[src/rtl/key_encoder.sv]
// Purpose: debounce eight active-low keys and encode the highest-priority press as a 3-bit code.
// Latency: valid rises after the (DEBOUNCE+2)th edge following the first edge that samples a key low.
// Backpressure: valid/ready output; a new event arriving while the output is still occupied is dropped and sets sticky overrun.
module key_encoder #(
    parameter int DEBOUNCE = 4
) (
    input  logic       clk_i,
    input  logic       rst_ni,
    input  logic       enable_i,
    input  logic [7:0] key_i,
    input  logic       ready_i,
    output logic [2:0] code_o,
    output logic       multi_o,
    output logic       valid_o,
    output logic       overrun_o
);

    // A one-cycle debounce still needs a 1-bit counter so the port widths stay legal.
    localparam int               CNT_W    = (DEBOUNCE > 1) ? $clog2(DEBOUNCE) : 1;
    localparam logic [CNT_W-1:0] CNT_LAST = CNT_W'(DEBOUNCE - 1);

    typedef enum logic [1:0] {
        ST_IDLE,
        ST_DEBOUNCE,
        ST_WAIT_RELEASE
    } state_e;

    // Two-flop synchronizer; idle value is all keys released.
    logic [7:0] key_meta_q;
    logic [7:0] key_sync_q;
    logic [7:0] pressed;

    state_e           state_q, state_d;
    logic [CNT_W-1:0] cnt_q, cnt_d;
    logic [7:0]       snap_q, snap_d;
    logic             emit;

    logic [2:0] enc_code;
    logic       enc_multi;
    logic [3:0] ones;

    logic [2:0] code_q, code_d;
    logic       multi_q, multi_d;
    logic       valid_q, valid_d;
    logic       overrun_q, overrun_d;

    // Bring the asynchronous key lines into the clock domain.
    always_ff @(posedge clk_i or negedge rst_ni) begin
        if (!rst_ni) begin
            key_meta_q <= 8'hff;
            key_sync_q <= 8'hff;
        end else begin
            key_meta_q <= key_i;
            key_sync_q <= key_meta_q;
        end
    end

    assign pressed = ~key_sync_q;

    // Press/release tracking state register.
    always_ff @(posedge clk_i or negedge rst_ni) begin
        if (!rst_ni) begin
            state_q <= ST_IDLE;
            cnt_q   <= '0;
            snap_q  <= '0;
        end else begin
            state_q <= state_d;
            cnt_q   <= cnt_d;
            snap_q  <= snap_d;
        end
    end

    // Next-state logic: capture a snapshot, require it to hold, then require a full release.
    always_comb begin
        state_d = state_q;
        cnt_d   = cnt_q;
        snap_d  = snap_q;
        emit    = 1'b0;
        case (state_q)
            ST_IDLE: begin
                if (enable_i && (pressed != 8'h00)) begin
                    snap_d  = pressed;
                    cnt_d   = '0;
                    state_d = ST_DEBOUNCE;
                end
            end
            ST_DEBOUNCE: begin
                // Any change aborts; IDLE re-captures on the following edge.
                if (!enable_i || (pressed != snap_q)) begin
                    state_d = ST_IDLE;
                end else if (cnt_q == CNT_LAST) begin
                    emit    = 1'b1;
                    cnt_d   = '0;
                    state_d = ST_WAIT_RELEASE;
                end else begin
                    cnt_d = cnt_q + 1'b1;
                end
            end
            ST_WAIT_RELEASE: begin
                // Enable is deliberately ignored here so a held key cannot re-fire.
                if (pressed != 8'h00) begin
                    cnt_d = '0;
                end else if (cnt_q == CNT_LAST) begin
                    cnt_d   = '0;
                    state_d = ST_IDLE;
                end else begin
                    cnt_d = cnt_q + 1'b1;
                end
            end
            default: begin
                state_d = ST_IDLE;
                cnt_d   = '0;
            end
        endcase
    end

    // Priority encode the snapshot (bit 0 wins) and flag multiple simultaneous keys.
    always_comb begin
        enc_code = 3'd0;
        ones     = 4'd0;
        for (int i = 7; i >= 0; i--) begin
            if (snap_q[i]) begin
                enc_code = 3'(i);
            end
            ones = ones + {3'b000, snap_q[i]};
        end
        enc_multi = (ones > 4'd1);
    end

    // Output slot: load on emit when free or being drained, otherwise drop and flag overrun.
    always_comb begin
        code_d    = code_q;
        multi_d   = multi_q;
        valid_d   = valid_q;
        overrun_d = overrun_q;
        if (emit) begin
            if (!valid_q || ready_i) begin
                code_d  = enc_code;
                multi_d = enc_multi;
                valid_d = 1'b1;
            end else begin
                overrun_d = 1'b1;
            end
        end else if (valid_q && ready_i) begin
            valid_d = 1'b0;
        end
    end

    // Registered outputs.
    always_ff @(posedge clk_i or negedge rst_ni) begin
        if (!rst_ni) begin
            code_q    <= 3'd0;
            multi_q   <= 1'b0;
            valid_q   <= 1'b0;
            overrun_q <= 1'b0;
        end else begin
            code_q    <= code_d;
            multi_q   <= multi_d;
            valid_q   <= valid_d;
            overrun_q <= overrun_d;
        end
    end

    assign code_o    = code_q;
    assign multi_o   = multi_q;
    assign valid_o   = valid_q;
    assign overrun_o = overrun_q;

endmodule

[config.mk]
export PLATFORM = sky130hd
export DESIGN_NAME = key_encoder
export DESIGN_NICKNAME = d
export VERILOG_FILES = /design/src/rtl/key_encoder.sv
export SDC_FILE = /design/constraint.sdc
export NUM_CORES = 1
export LEC_CHECK = 0
export CAP_MARGIN = 20
export CELL_PAD_IN_SITES_DETAIL_PLACEMENT = 0
export CELL_PAD_IN_SITES_GLOBAL_PLACEMENT = 1
export CORE_MARGIN = 2
export CORE_UTILIZATION = 40
export CTS_BUF_LIST = sky130_fd_sc_hd__clkbuf_16
export DETAILED_ROUTE_END_ITERATION = 6
export PLACE_DENSITY = 0.76
export RECOVER_POWER = 50
export SYNTH_ARGS = -nofsm -noshare
export SYNTH_HDL_FRONTEND = slang
export SYNTH_SLANG_ARGS = --single-unit
[constraint.sdc]
create_clock -name clk_i -period 3.32 [get_ports clk_i]
set_input_delay 0.498 -clock clk_i [delete_from_list [all_inputs] [get_ports clk_i]]
set_output_delay 0.498 -clock clk_i [all_outputs]
set_load 0.005 [all_outputs]
==> results of run 1 <==
==> worst paths after layout <==
kind	from	endpoint	slack [ns]	cells past startpoint
min in group asynchronous	rst_ni	snap_q[2]$_DFFE_PN0P_	0.75	1
max in group asynchronous	rst_ni	cnt_q[0]$_DFFE_PN0P_	1.83	2
worst min-delay path	key_meta_q[0]$_DFF_PN1_	key_sync_q[0]$_DFF_PN1_	0.35	0
worst max-delay path	snap_q[0]$_DFFE_PN0P_	multi_o$_DFFE_PN0P_	0.05	12
worst min register to register	key_meta_q[0]$_DFF_PN1_	key_sync_q[0]$_DFF_PN1_	0.35	0
worst max register to register	snap_q[0]$_DFFE_PN0P_	multi_o$_DFFE_PN0P_	0.05	12
==> cells in the mapped netlist (2+ instances only) <==
cell / number / area (um^2)
a21oi_1: 4 / 20.0
nand2_1: 11 / 41.3
o21ai_0: 13 / 65.1
dfrtp_1: 18 / 450
xor2_1: 3 / 26.3
nor3_1: 4 / 20.0
xnor2_1: 5 / 43.8
dfstp_2: 16 / 420
a211oi_1: 2 / 15.0
mux2_2: 3 / 33.8
nand4_1: 2 / 12.5
mux2_4: 2 / 30.0
ha_1: 7 / 87.6
o211ai_1: 2 / 15.0
fa_1: 4 / 80.1
inv_1: 16 / 60.1
o21bai_1: 2 / 15.0
==> worst reg2reg max path: cells and delay by family (launching register included) <==
kind                     cells  cell delay, ns
AO/OA/AOI/OAI                1            0.15
flip-flops                   1            0.40
AND/OR/NAND/NOR              1            0.04
adder cells (fa/ha/maj)      5            1.98
buffers and inverters        3            0.16
multiplexers                 2            0.42
==> per-layer routing <==
metal,GRT usage (%),vias to the layer above
met5,0,-
met4,7.65,0
met3,4.56,6
met2,26.1,25
met1,16.1,501
li1,-,501
==> power by group through the flow <==
stage / combinational, W / clock [W] / sequential (W)
after floorplan: 0.000562 / 0 / 0.000579
after detailed placement: 0.000784 / 0 / 0.000586
final: 0.000876 / 0.000433 / 0.000581
after global placement: 0.000698 / 0 / 0.000580
after global routing: 0.00102 / 0.000465 / 0.000593
after CTS: 0.000838 / 0.000447 / 0.000580
==> per-stage QoR <==
stage / TNS [ns] / total power, W
after CTS: 0 / 0.00186
after detailed placement: -0.0351 / 0.00137
after global placement: 0 / 0.00128
after global routing: -0.128 / 0.00208
final: 0 / 0.00189
after floorplan: 0 / 0.00114
==> cell usage in the layout, fill, tap and decap left out, types with 2 or more instances in the layout <==
master / instances
a21oi_1: 4
buf_4: 4
clkbuf_16: 5
clkdlybuf4s50_1: 8
dfrtp_1: 18
dfstp_2: 16
dlygate4sd3_1: 9
fa_1: 3
ha_1: 6
inv_1: 15
mux2_2: 2
mux2_4: 3
nand2_1: 10
nand4_1: 2
nor3_1: 4
o211ai_1: 2
o21ai_0: 13
o21bai_1: 2
xnor2_1: 5
xor2_1: 3
==> kinds of logic after synthesis <==
kind of cell | share of synthesized area (%)
mux | 4.67
fa+ha+maj | 10.6
simple gates | 10.1
xor+xnor | 4.43
buf+inv | 4.04
flops | 55.1
compound gates | 11.1
==> state kept, by name (all words and copies together), names as in the netlist <==
register,flops
code_o,3
valid_o,1
key_sync_q,8
cnt_q,2
multi_o,1
state_q,2
overrun_o,1
snap_q,8
key_meta_q,8
==> layout make-up <==
class | instances | area [um^2] | area share, %
clock buffer | 5 | 125 | 6.26
clock inverter | 3 | 16.3 | 0.814
inverter | 16 | 60.1 | 3.01
multi-input combinational | 80 | 662 | 33.1
sequential | 34 | 871 | 43.6
tap | 48 | 60.1 | 3.01
timing repair buffer | 22 | 204 | 10.2
==> timing repair <==
| item | CTS | global route |
|---|---|---|
| endpoints found under the setup margin | 1 | 1 |
| pin swaps | 0 | 0 |
| resized for setup | 2 | 4 |
==> results by group, run 1 <==
Global routing
  • Vias in the first global route: 1041
  • Largest net degree at the start of global routing: 19
  • GRT Overall Usage: 14.9%
  • Initial antenna violation count: 0
  • Global-route wire length before repair: 4.69 mm
  • Total gr overflow: 0

Finish
  • Final instance area: approximately 0.0020 mm^2
  • Ant. Diodes: 0
  • Final Non-Filler Cells: between 200 and 250
  • Final #Nets: 182
  • Final core area utilization: 53.8%
  • Share of cells above drive strength 1: 26.3%
  • Number of fill cells: 346
  • Area Growth Syn to Fin: 26.4%

Job
  • Max-cap violation count: 0

Setup path
  • Maximum fanout along the worst path: 2
  • Slowest CP cell: fa_1
  • CP required: around 3.5 ns
  • Worst path cell trace: fa_1, inv_1, fa_1, fa_1, inv_1, ha_2, inv_2, fa_2, a211oi_2, mux2_4, nand2_2, mux2_4
  • Crit path DAT: approximately 3.4 ns
  • Setup CP Type: reg -> reg
  • Critical path buffers and inverters: 3
  • CP Launch Type: flop
  • Most frequent CP cell: fa_1
  • Cell family with the largest share of critical-path delay: adder cells
  • Largest stage delay, worst path: about 0.54 ns
  • Crit end category: flop

Detailed routing
  • Detailed-route vias per instance: 4.97
  • DR WL/cell: 13.0 um
  • Drt drc: 0
  • DRT iter0 DRCs: 22
  • Post-Route M1 WL: ~1.1 mm
  • Post-Route WL: 2.70 mm
  • Routed Antenna Nets: 0
  • Met3 wire len: 128 um
  • Top Metal Used: met4
  • Vias: 1033
  • First-pass detailed-route iteration total: 4
  • Met2 Routed Length: 1.36 mm

CTS
  • CTS sink count: 34
  • CTS Buf Count: 5
  • Clock transition at path regs: 0.05 ns
  • Clk Latency, worst-skew pair: 0.27 ns
  • H-tree level count: 2
  • Post-CTS setup buffer count: 0
  • CTS Buffer Depth: 2
  • Root Driver: clkbuf_16
  • # hold bufs at CTS: 0
  • Clock tree from TritonCTS: built

Floorplanning
  • Core Rows: 22
  • IO Count: 18
  • DIE WIDTH: 66.9 um
  • Die Height: roughly 67 um
  • Area of the die: 0.00447 mm^2
  • Initial Utilization: between 40% and 50%
  • Core area: 0.00372 mm^2

Synth
  • Synth warn: 0
  • Cells after Synth: about 130
  • Synthesized cell area: between 0.0015 and 0.002 mm^2
  • Number of synthesized flops with an enable pin: 0
  • Seq cells post-synth: 34
  • Top_reg_cell synth: dfrtp_1
  • Mapped Nets: 154
  • Async set-reset flop share out of synthesis: 100%
  • Avg Inst Size Synth: 12.1 um^2
  • Synth cell types: 34
  • Sequential share of the synthesized area: 55.1%

Timing
  • RSZ-0062 raised after global routing: true
  • Hold slack: 0.354 ns
  • Clk_skew: 0.00564 ns
  • Crit share post-route: slightly below 100%
  • Fmax: around 310 MHz
  • Least-Margin Pin Slew: 0.909 ns
  • Fin crit period: 3.27 ns
  • Rel. slew slack: between 30% and 40%
  • Final worst slack: 0.0535 ns
  • Count of final hold-check violations: 0
  • Final Slew Violations: 0
  • Final setup fails: 0

Placed design
  • RD Place Congestion: a little under 0.8
  • Placed cell area: 0.00184 mm^2
  • Placed cell count: 200
  • Worst slack, placed: -0.0351 ns
  • DP HPWL: 2.11 mm
  • Port bufs: 17

Power
  • Net Switching: 0.000701 W
  • LEAKAGE: 0.863 nW
  • Internal Pwr Total: around 0.0012 W
  • VDD IR max: between 0.3 and 0.4 mV
  • Part of the power in registers: approximately 30%
  • Sw frac: 37.1%
  • Clock power frac: 22.9%
  • Power Dens Cells: roughly 950 mW/mm^2
  • Combinational cell fraction of total power: 46.4%

Run status
  • Outcome: finished clean

Worst hold path
  • Hold WC Path Type: reg -> reg
(Power assumes the default switching activity.)
==> run 2, diff against run 1 <==
CORE_UTILIZATION = 30   (was 40)
PLACE_DENSITY = 0.61   (was 0.76)
==> run 2 against run 1 <==
Clock power fell by 2%. Global-route usage fell by 3.4 points. Clock skew fell by 0.0012 ns. Clock-buffer cell count did not move. Utilization fell by 14 points. Flip-flop and latch count did not move. Largest power group unchanged.
==> results by group, run 2 (synthesis results as in run 1) <==
Run status
  • Outcome: finished clean

Finish
  • Final instance area: between 0.002 and 0.0025 mm^2
  • Leading cell types in the layout, fill and taps excluded: 18 x dfrtp_1, 16 x inv_1, 16 x dfstp_2
  • Area Growth Syn to Fin: 27.5%
  • Leading cell type in the layout, fill and taps excluded: dfrtp_1
  • Largest registers: key_meta_q (8), key_sync_q (8), snap_q (8)
  • Share of cells above drive strength 1: 23.8%
  • Final Non-Filler Cells: 230
  • Final #Nets: between 150 and 200
  • Ant. Diodes: 0
  • Number of fill cells: 510

Job
  • Max-cap violation count: 0

Global routing
  • Vias in the first global route: 1120
  • Initial antenna violation count: 0
  • GRT Overall Usage: 11.5%
  • Grt met2 use: 18.3%
  • Global-route wire length before repair: 5.28 mm
  • Met1 global-route usage: 14.5%
  • Largest net degree at the start of global routing: 21
  • GRT Max-Usage Layer: met2
  • Total gr overflow: 0
  • GR Layer Usage met3: 3.91%

Timing
  • Fmax: 306 MHz
  • Final Slew Violations: 0
  • RSZ-0062 raised after global routing: true
  • Rel. slew slack: 35.9%
  • Least-Margin Pin Slew: 0.957 ns
  • Clk_skew: 0.00447 ns
  • Count of final hold-check violations: 0
  • Final setup fails: 0
  • Crit share post-route: 98.4%
  • Fin crit period: 3.27 ns
  • Final worst slack: 0.0532 ns

CTS
  • Clock tree from TritonCTS: built
  • Clock transition at path regs: 0.05 ns
  • H-tree level count: 2
  • Root Driver: clkbuf_16
  • CTS Buffer Depth: 2
  • Clk Latency, worst-skew pair: 0.27 ns
  • CTS sink count: 34
  • CTS Buf Count: 5

Floorplanning
  • Die Height: 76.6 um
  • Initial Utilization: 30.9%
  • IO Count: 18
  • Core Rows: 26
  • Area of the die: 0.00586 mm^2
  • Core area: 0.00511 mm^2
  • DIE WIDTH: 76.6 um

Power
  • VDD IR max: 0.331 mV
  • Clock power frac: a little under a quarter
  • Combinational cell fraction of total power: between 40% and 50%
  • LEAKAGE: 0.858 nW
  • Part of the power in registers: 32.0%
  • Power Dens Cells: between 900 and 1000 mW/mm^2
  • Sw frac: 36.8%
  • Final Total Pwr: 0.00181 W
  • Net Switching: roughly 0.00067 W
  • Internal Pwr Total: 0.00115 W

Placed design
  • Placed cell count: 222
  • Placed cell area: 0.00187 mm^2
  • Worst slack, placed: -0.0146 ns
  • Port bufs: 17
  • RD Place Congestion: ~0.79
  • DP HPWL: 2.12 mm

Setup path
  • RR Startpoint: snap_q[0]$_DFFE_PN0P_
  • Crit end category: flop
  • Worst R2R Setup Slack: 0.05 ns
  • R2r worst-path depth: 12
  • Setup CP Type: reg -> reg
  • CP Launch Type: flop
  • Worst reg2reg endpoint: multi_o$_DFFE_PN0P_
  • Crit path DAT: 3.43 ns
  • CP required: 3.48 ns
  • Maximum fanout along the worst path: 2

Detailed routing
  • Post-Route WL: 2.83 mm
  • Routed Antenna Nets: 0
  • First-pass detailed-route iteration total: 3
  • DRT iter0 DRCs: 18
  • Drt drc: 0
  • DR WL/cell: 12.3 um
  • Vias: 1026
  • Detailed-route vias per instance: 4.46

Worst hold path
  • Hold path startpoint: key_meta_q[7]$_DFF_PN1_
  • Worst Hold End: key_sync_q[7]$_DFF_PN1_
  • Hold-critical path depth: 0
  • Hold WC Path Type: reg -> reg
run 2: what timing repair did:
item	CTS	global route
buffers inserted	0	0
hold buffers	0	0
gates resized for setup	2	1
endpoints found under the setup margin	1	1
run 2: power by group through the flow:
| stage | Clock (W) | Sequential (W) | Combinational (W) |
|---|---|---|---|
| floorplan | 0 | 0.000579 | 0.000562 |
| detailed placement | 0 | 0.000588 | 0.000754 |
| CTS | 0.000440 | 0.000583 | 0.000803 |
| global route | 0.000457 | 0.000595 | 0.000959 |
| finish | 0.000423 | 0.000581 | 0.000809 |
| global placement | 0 | 0.000581 | 0.000709 |
run 2: final cells by class:
| type | count | area (um^2) | share of cell area (%) |
|---|---|---|---|
| well taps | 70 | 87.6 | 4.35 |
| repair buffers | 22 | 204 | 10.1 |
| clock buffers | 5 | 125 | 6.21 |
| clock inverters | 3 | 11.3 | 0.559 |
| multi-input cells | 80 | 656 | 32.5 |
| inverters | 16 | 60.1 | 2.98 |
| flip-flops and latches | 34 | 871 | 43.2 |
run 2: worst max path at each step:
stage                               start                   to  cells after the start  slack, ns
finish              snap_q[0]$_DFFE_PN0P_  multi_o$_DFFE_PN0P_                     12       0.05
CTS                 snap_q[0]$_DFFE_PN0P_  multi_o$_DFFE_PN0P_                     12     0.0004
global placement    snap_q[0]$_DFFE_PN0P_  multi_o$_DFFE_PN0P_                     12       0.12
detailed placement  snap_q[0]$_DFFE_PN0P_  multi_o$_DFFE_PN0P_                     12      -0.01
floorplan           snap_q[0]$_DFFE_PN0P_  multi_o$_DFFE_PN0P_                     12       0.08
global route        snap_q[0]$_DFFE_PN0P_  multi_o$_DFFE_PN0P_                     12      -0.13
run 2: metal layers:
metal	vias up	share of wire [%]
li1	501	-
met1	498	46
met2	20	47
met3	7	5.1
met4	0	1.6
met5	-	0
run 2: stage by stage:
step / hold slack (ns) / utilization, % / TNS (ns)
2_1_floorplan: 0.202 / - / 0
3_3_place_gp: 0.346 / 36.6 / 0
3_5_place_dp: 0.347 / 36.6 / -0.0146
4_1_cts: 0.355 / 39.5 / 0
5_1_grt: 0.359 / 39.4 / -0.133
6_report: 0.354 / 39.4 / 0
run 2: critical path, cell delays in order (launching register included):
cell      delay, ns
dfrtp_1        0.39
fa_1           0.53
inv_1          0.05
fa_1           0.50
fa_1           0.42
inv_1          0.07
ha_2           0.18
inv_1          0.05
fa_2           0.34
a211oi_2       0.14
mux2_2         0.17
nand2_1        0.05
mux2_4         0.25
